### src/rtl/op_mode_commit_display.sv
// op_mode_commit_display
//   Commits the requested op_mode/calc_type pair to the compute core only while
//   the core is idle. A request that arrives while the core is busy is held as
//   PENDING. Also drives a 4-digit multiplexed seven-segment display with the
//   mnemonic of the pending (if any) or committed calculation.
//
//   Optional feature macro: OP_MODE_DISP_BLINK_EN
//     defined   : the display blinks (all segments off in the off phase) while
//                 PENDING
//     undefined : no blink logic; the dp of digit 0 is lit while PENDING
//
//   Encodings follow matrix_op_selector_pkg:
//     op_mode   : OP_SINGLE=0 (other codes are passed through untouched)
//     calc_type : TRANSPOSE=0, ADD=1, MUL=2, SCALAR_MUL=3, CONV=4
//
//   Handshake: there is no valid/ready pair. The request is level-sampled every
//   cycle. A new committed value is valid from the cycle in which mode_changed
//   is high, and it stays stable until the next such pulse.
module op_mode_commit_display #(
  parameter int SCAN_DIV  = 25000,
  parameter int BLINK_DIV = 6250000
) (
  input  logic       clk,
  input  logic       rst,
  input  logic [2:0] op_mode,
  input  logic [2:0] calc_type,
  input  logic       core_busy,
  output logic [2:0] committed_op_mode,
  output logic [2:0] committed_calc_type,
  output logic       mode_changed,
  output logic       pending,
  output logic [7:0] seg,
  output logic [3:0] an
);

  localparam logic [2:0] OP_SINGLE       = 3'd0;
  localparam logic [2:0] CALC_TRANSPOSE  = 3'd0;
  localparam logic [2:0] CALC_ADD        = 3'd1;
  localparam logic [2:0] CALC_MUL        = 3'd2;
  localparam logic [2:0] CALC_SCALAR_MUL = 3'd3;
  localparam logic [2:0] CALC_CONV       = 3'd4;

  localparam logic [7:0] G_BLANK = 8'h00;
  localparam logic [7:0] G_DASH  = 8'h40;
  localparam logic [7:0] G_T     = 8'h78;
  localparam logic [7:0] G_R     = 8'h50;
  localparam logic [7:0] G_A     = 8'h77;
  localparam logic [7:0] G_D     = 8'h5E;
  localparam logic [7:0] G_N     = 8'h54;
  localparam logic [7:0] G_U     = 8'h1C;
  localparam logic [7:0] G_L     = 8'h38;
  localparam logic [7:0] G_S     = 8'h6D;
  localparam logic [7:0] G_C     = 8'h39;
  localparam logic [7:0] G_O     = 8'h5C;

  localparam int SCAN_W = ($clog2(SCAN_DIV) > 0) ? $clog2(SCAN_DIV) : 1;

  typedef enum logic {
    IDLE    = 1'b0,
    PENDING = 1'b1
  } state_t;

  state_t      state_q;
  logic [2:0]  cm_op_q;
  logic [2:0]  cm_calc_q;
  logic        mode_changed_q;
  logic        pending_q;

  logic [SCAN_W-1:0] scan_cnt_q;
  logic [1:0]        digit_idx_q;
  logic [1:0]        digit_idx_d;
  logic [3:0]        an_q;
  logic [3:0]        an_d;
  logic [7:0]        seg_q;
  logic [7:0]        seg_d;
  logic [2:0]        disp_calc;
  logic              mismatch;
  logic              scan_wrap;

  assign mismatch  = (op_mode != cm_op_q) || (calc_type != cm_calc_q);
  assign scan_wrap = (scan_cnt_q == SCAN_W'(SCAN_DIV - 1));
  assign disp_calc = pending_q ? calc_type : cm_calc_q;

  // Glyph for one digit position of a calculation mnemonic; digit 3 is leftmost.
  function automatic logic [7:0] glyph(input logic [2:0] calc, input logic [1:0] idx);
    logic [7:0] g;
    g = G_DASH;
    case (calc)
      CALC_TRANSPOSE: begin
        case (idx)
          2'd3:    g = G_T;
          2'd2:    g = G_R;
          default: g = G_BLANK;
        endcase
      end
      CALC_ADD: begin
        case (idx)
          2'd3:    g = G_A;
          2'd2:    g = G_D;
          2'd1:    g = G_D;
          default: g = G_BLANK;
        endcase
      end
      CALC_MUL: begin
        case (idx)
          2'd3:    g = G_N;
          2'd2:    g = G_N;
          2'd1:    g = G_U;
          default: g = G_L;
        endcase
      end
      CALC_SCALAR_MUL: begin
        case (idx)
          2'd3:    g = G_S;
          2'd2:    g = G_N;
          2'd1:    g = G_N;
          default: g = G_L;
        endcase
      end
      CALC_CONV: begin
        case (idx)
          2'd3:    g = G_C;
          2'd2:    g = G_O;
          2'd1:    g = G_N;
          default: g = G_U;
        endcase
      end
      default: g = G_DASH;
    endcase
    return g;
  endfunction

  // Commit FSM: a commit happens only at an edge where the core is idle. While
  // PENDING, the latest request is committed, not the one that caused the entry.
  always_ff @(posedge clk) begin
    if (rst) begin
      state_q        <= IDLE;
      cm_op_q        <= OP_SINGLE;
      cm_calc_q      <= CALC_TRANSPOSE;
      mode_changed_q <= 1'b0;
      pending_q      <= 1'b0;
    end else begin
      mode_changed_q <= 1'b0;
      case (state_q)
        IDLE: begin
          if (mismatch) begin
            if (core_busy) begin
              state_q   <= PENDING;
              pending_q <= 1'b1;
            end else begin
              cm_op_q        <= op_mode;
              cm_calc_q      <= calc_type;
              mode_changed_q <= 1'b1;
            end
          end
        end
        PENDING: begin
          if (!mismatch) begin
            state_q   <= IDLE;
            pending_q <= 1'b0;
          end else if (!core_busy) begin
            cm_op_q        <= op_mode;
            cm_calc_q      <= calc_type;
            mode_changed_q <= 1'b1;
            state_q        <= IDLE;
            pending_q      <= 1'b0;
          end
        end
        default: begin
          state_q   <= IDLE;
          pending_q <= 1'b0;
        end
      endcase
    end
  end

`ifdef OP_MODE_DISP_BLINK_EN
  localparam int BLINK_W = ($clog2(BLINK_DIV) > 0) ? $clog2(BLINK_DIV) : 1;

  logic [BLINK_W-1:0] blink_cnt_q;
  logic               blink_phase_q;

  // Blink timebase runs only while PENDING and restarts on every return to IDLE.
  always_ff @(posedge clk) begin
    if (rst || (state_q != PENDING)) begin
      blink_cnt_q   <= '0;
      blink_phase_q <= 1'b0;
    end else if (blink_cnt_q == BLINK_W'(BLINK_DIV - 1)) begin
      blink_cnt_q   <= '0;
      blink_phase_q <= ~blink_phase_q;
    end else begin
      blink_cnt_q <= blink_cnt_q + 1'b1;
    end
  end
`endif

  // Next digit slot and its segment pattern, computed every cycle so that the
  // pending marker or blink reacts within one clock.
  always_comb begin
    digit_idx_d = scan_wrap ? (digit_idx_q - 2'd1) : digit_idx_q;
    an_d        = 4'b0001 << digit_idx_d;
    seg_d       = glyph(disp_calc, digit_idx_d);
`ifdef OP_MODE_DISP_BLINK_EN
    if (pending_q && blink_phase_q) begin
      seg_d = G_BLANK;
    end
`else
    if (pending_q && (digit_idx_d == 2'd0)) begin
      seg_d[7] = 1'b1;
    end
`endif
  end

  // Scan prescaler, digit index and registered an/seg, updated on the same edge.
  always_ff @(posedge clk) begin
    if (rst) begin
      scan_cnt_q  <= '0;
      digit_idx_q <= 2'd3;
      an_q        <= 4'b1000;
      seg_q       <= G_T;
    end else begin
      scan_cnt_q  <= scan_wrap ? '0 : (scan_cnt_q + 1'b1);
      digit_idx_q <= digit_idx_d;
      an_q        <= an_d;
      seg_q       <= seg_d;
    end
  end

  assign committed_op_mode   = cm_op_q;
  assign committed_calc_type = cm_calc_q;
  assign mode_changed        = mode_changed_q;
  assign pending             = pending_q;
  assign seg                 = seg_q;
  assign an                  = an_q;

endmodule
### config.mk
export PLATFORM = sky130hd
export DESIGN_NAME = op_mode_commit_display
export DESIGN_NICKNAME = d
export VERILOG_FILES = /design/src/rtl/op_mode_commit_display.sv
export SDC_FILE = /design/constraint.sdc
export NUM_CORES = 1
export LEC_CHECK = 0
export ABC_AREA = 1
export CAP_MARGIN = 5
export CELL_PAD_IN_SITES_DETAIL_PLACEMENT = 1
export CELL_PAD_IN_SITES_GLOBAL_PLACEMENT = 1
export CORE_ASPECT_RATIO = 1.2
export CORE_MARGIN = 3
export CORE_UTILIZATION = 41
export DETAILED_ROUTE_END_ITERATION = 10
export PLACE_DENSITY_LB_ADDON = 0.12
export SLEW_MARGIN = 20
export SYNTH_ARGS = -nofsm -noshare
export SYNTH_HDL_FRONTEND = slang
export SYNTH_SLANG_ARGS = --single-unit
### constraint.sdc
create_clock -name clk -period 3.4 [get_ports clk]
set_input_delay 0.68 -clock clk [delete_from_list [all_inputs] [get_ports clk]]
set_output_delay 0.68 -clock clk [all_outputs]
set_load 0.01 [all_outputs]
=== After elaboration in Yosys (flattened, before gate mapping) ===
Cells that the tools add are included.

* Output and inout port bits: 20
* Word-level logic and storage cells: 58
* Flip-flop bits (word level): 38
* Input port bits: 9

* Equal/unequal tests: 13
* Bitwise gates (word level): 3
* Shift operators: 1
* Reduce and logical (&&, ||, !) cells: 10
* Add/sub/neg operators: 2
* Mux-type cells: 20

{| class="wikitable"
|+ Operators by type and width
! kind !! number
|-
| $pmux 7 s2 || 4
|-
| $pmux 8 s5 || 1
|-
| $pmux 7 s3 || 1
|-
| $add 15x1->15 const B || 1
|-
| $eq 15x15->1 const B || 1
|-
| $mux 3 || 5
|-
| $reduce_or 2->1 || 4
|-
| $mux 1 || 7
|-
| $eq 3x2->1 const B || 2
|-
| $ne 3x3->1 || 2
|-
| $eq 2x2->1 const B || 2
|-
| $ne 2x2->1 const B || 2
|-
| $shl 1x2->4 const A || 1
|-
| $eq 3x1->1 const B || 1
|-
| $eq 3x3->1 const B || 1
|-
| $logic_not 3->1 || 1
|-
| $ne 3x3->1 const B || 1
|-
| $not 1->1 || 3
|-
| $reduce_and 3->1 || 1
|-
| $eq 2x1->1 const B || 1
|-
| $logic_not 2->1 || 1
|-
| $mux 2 || 1
|-
| $pmux 1 s2 || 1
|-
| $reduce_and 2->1 || 1
|-
| other kinds (3) || 3
|}

=== Depth between registers and ports, before layout ===
* Depth after elaboration: 7
* Depth in mapped cells: 13
* Gate-level depth less buffers: 13

=== Worst setup path after synthesis ===
Ideal clock, no wire load.

* Path kind: register -> register
* Start point: register scan_cnt_q[0]
* End point: register seg_q[6], in the netlist seg[6]
* Arrival time: 1.767 ns
* Data required time: 3.273 ns
* Path buffers: 0
* Path slack: 1.506 ns
* Period minus slack after synthesis: 1.894 ns
* Stages on the path, launching flop included: 13
* Library setup time: 0.127 ns
* Path through: dfxtp_1 > ha_1 > nand2_1 > inv_1 > nand2_1 > nor2_2 > nand3_1 > nand2_2 > inv_2 > ha_1 > o21ai_0 > o21a_1 > nand4_1

* Longest elaborated chain between the ends: 6
* Elaborated cells between the ends (all ways): 13
* Classes of those cells: 4 x eq/ne; 7 x mux; 2 x reduce/logical

{| class="wikitable"
|+ Ends and longest elaborated chain
! item !! line !! RTL
|-
| start: declaration || 69 || <nowiki>logic [SCAN_W-1:0] scan_cnt_q;</nowiki>
|-
| start signal: assignment || 222 || <nowiki>scan_cnt_q <= scan_wrap ? '0 : (scan_cnt_q + 1'b1);</nowiki>
|-
| $eq 15x15->1 * || 81 || <nowiki>assign scan_wrap = (scan_cnt_q == SCAN_W'(SCAN_DIV - 1));</nowiki>
|-
| $mux 2 * || 200 || <nowiki>digit_idx_d = scan_wrap ? (digit_idx_q - 2'd1) : digit_idx_q;</nowiki>
|-
| net digit_idx_d[0] || 71 || <nowiki>logic [1:0] digit_idx_d;</nowiki>
|-
| $eq 2x1->1 / $eq 2x2->1 (equally long branches) || n/a ||
|-
| $reduce_or 2->1 (no source line) || n/a ||
|-
| $pmux 7 s2, on equally long branches || 113, 105, 97 ||
|-
| $pmux 8 s5 * || 88 || <nowiki>case (calc)</nowiki>
|-
| end signal: assignment || 225 || <nowiki>seg_q <= seg_d;</nowiki>
|-
| end: declaration || 74 || <nowiki>logic [7:0] seg_q;</nowiki>
|}

The timed path passes the listed nets; every way through them passes the cells marked *.
A chain may end at the register's enable or synchronous reset.

=== Final worst setup path ===
Ends and elaborated chain as after synthesis.

==> flow_metrics.tcl <==
set metrics [dict create \
    ys_seq_elements 38 \
    crit_required_ns 3.57 \
    cp.arrival_ns 2.43 \
    final_cell_mix "52 x nand2_1, 38 x dfxtp_1, 36 x inv_1, 31 x nor2_1, 28 x clkdlybuf4s50_1" \
    ant_nets 0 \
    postSynthCellCount 262 \
    regToRegSetupSlack_ns 1.14 \
    tns_ns 0 \
    drt_iter0_drc 25 \
    fin_util 0.5338 \
    rows 26 \
    top_usage_layer "met2" \
    htreeDepth 2 \
    synth_edf_count 0 \
    relSlewSlack 0.6787 \
    syn_area_mm2 0.001873 \
    hpwl_um 3443 \
    period_needed_ns 2.256 \
    clock_skew_ns 0.01048 \
    whs_endpoint "scan_cnt_q[0]" \
    syn_nets 276 \
    grt_overflow 0 \
    hold_buffers 0 \
    clk_pin_slew_worst_paths_ns 0.08 \
    synthArstFlopShare 0 \
    clock_sink_count 38 \
    post-cts-setup-buffers 0 \
    drv_slew 0 \
    grt_max_degree 15 \
    endpoint_kind "flop" \
    vias 1747 \
    grt_pass1_wl_um 8066 \
    cts_resized 0 \
    critPathMaxFanout 6 \
    critPathLaunchType "flop" \
    post_drt_wl_per_cell_um 12.81 \
    worst_slew_pin_slew_ns 0.4808 \
    grt.total_usage 0.1959 \
    cts_root_buf "clkbuf_8" \
    cts_tree "built" \
    instances_no_fill 350 \
    yosysWarnings 0 \
    grtUsageMet1 0.2029 \
    numCtsBuffers 5 \
    met3_usage 0.04225 \
    fp.coreArea_mm2 0.004327 \
    syn_area_per_cell_um2 7.149 \
    rsz0062_at_grt "no" \
    period_share 0.6636 \
    min_path_cells 1 \
    drive_above_1_share 0.09184 \
    vias_per_cell 4.991 \
    holdCritPathClass "flop to flop" \
    fmax_mhz 443.2 \
    mostFrequentLayoutCell "nand2_1" \
    die_h_um 80.04 \
    worst-r2r-cell-count 12 \
    io_buffers 28 \
    fin_hold_ws_ns 0.4742 \
    antennaDiodeCount 0 \
    first_pass_iters 4 \
    clk_latency_ns 0.30 \
    antenna_found_initial 0 \
    boundaryPins 29 \
    grtUsageMet2 0.3574 \
    reg2reg_from "scan_cnt_q[0]" \
    dp_cells 342 \
    synth.yosys.seq_area_share 0.4061 \
    grt_pass1_vias 1900 \
    leakage_nw 1.021 \
    min-delay-start "scan_cnt_q[0]" \
    nets 307 \
    setup_viol 0 \
    drt_wl_total_um 4485 \
    dieArea_mm2 0.005419 \
    p_per_area_mw_per_mm2 432.0 \
    finalHoldViolCount 0 \
    die-width_um 67.70 \
    place.gp.congestion 0.8350 \
    clockBufferDepth 2 \
    ir_worst_vdd_v 0.0002272 \
    start_util 0.4329 \
    worst-setup-path-type "flop to flop" \
    synth_cell_types 29 \
    max_cap_viol_count 0 \
    r2r-end "seg[6]" \
    status "completed" \
    area_delta_synth_final_pct 23.31 \
    synthFlopType "dfxtp_1" \
    drc 0 \
]
-- final cells by class --
class                   count  area [µm²]
fillers                   574        2017
inverters                  38       142.6
repair buffers             28       280.3
well taps                  56       70.07
clock inverters             3       40.04
flip-flops and latches     38       760.7
clock buffers               5       68.82
multi-input cells         182       947.2
-- logic make-up after synthesis --
logic type / share of synthesized area
adder cells (fa/ha/maj): 0.03340
buffers and inverters: 0.08818
AO/OA/AOI/OAI: 0.08884
AND/OR/NAND/NOR: 0.3460
XOR/XNOR: 0.03741
flip-flops: 0.4061
-- cells in the mapped netlist, types with 5 or more instances --
cell	n	share of area
nand2_2	7	0.023
nand3_1	17	0.045
nor3_1	6	0.016
o21ai_0	10	0.027
nor2_1	31	0.062
ha_1	5	0.033
nand4_1	9	0.030
xor2_1	5	0.023
nand2_1	52	0.10
a21oi_1	19	0.051
inv_1	36	0.072
dfxtp_1	38	0.41
-- state kept, by name, indices dropped and copies added, names as in the netlist --
signal and flops:
scan_cnt_q 15, seg 8, an 4, committed_calc_type 3, committed_op_mode 3, digit_idx_q 2, mode_changed 1, pending 1
state_q 1
-- power by group --
| part | switching (mW) | internal (mW) | leakage (nW) | total (mW) |
|---|---|---|---|---|
| clock network | 0.166 | 0.216 | 0.0579 | 0.382 |
| logic | 0.0713 | 0.0648 | 0.653 | 0.136 |
| registers | 0.0137 | 0.466 | 0.310 | 0.479 |
-- metal layers --
metal / vias up / share of wire
met4: 0 / 0.026
met3: 10 / 0.028
li1: 901 / -
met1: 815 / 0.41
met5: - / 0
met2: 21 / 0.53
-- critical path, cell delays in order, from the launching register on --
cell     delay [ns]
dfxtp_1        0.39
ha_1           0.29
nand2_1        0.08
inv_1          0.06
nand2_1        0.07
nor2_2         0.12
nand3_1        0.12
nand2_2        0.17
inv_2          0.09
ha_1           0.23
o21ai_0        0.27
o21a_1         0.16
nand4_1        0.06
-- how the worst max path moves through the flow --
| stage | from | to |
|---|---|---|
| after CTS | scan_cnt_q[0] | seg[6] |
| after floorplan | scan_cnt_q[0] | seg[6] |
| after global placement | rst | scan_cnt_q[14] |
| final | scan_cnt_q[0] | seg[6] |
| after global routing | scan_cnt_q[0] | seg[6] |
| after detailed placement | rst | scan_cnt_q[14] |
-- stage by stage --
step / setup slack, ns / power [mW] / instance area (µm²)
floorplan: 1.506 / 0.5650 / 1873
global placement: 1.015 / 0.6248 / 2201
detailed placement: 0.9587 / 0.6271 / 2201
CTS: 1.121 / 1.015 / 2310
global route: 0.8766 / 1.051 / 2310
finish: 1.144 / 0.9977 / 2310
Power figures use the tool's default switching activity.
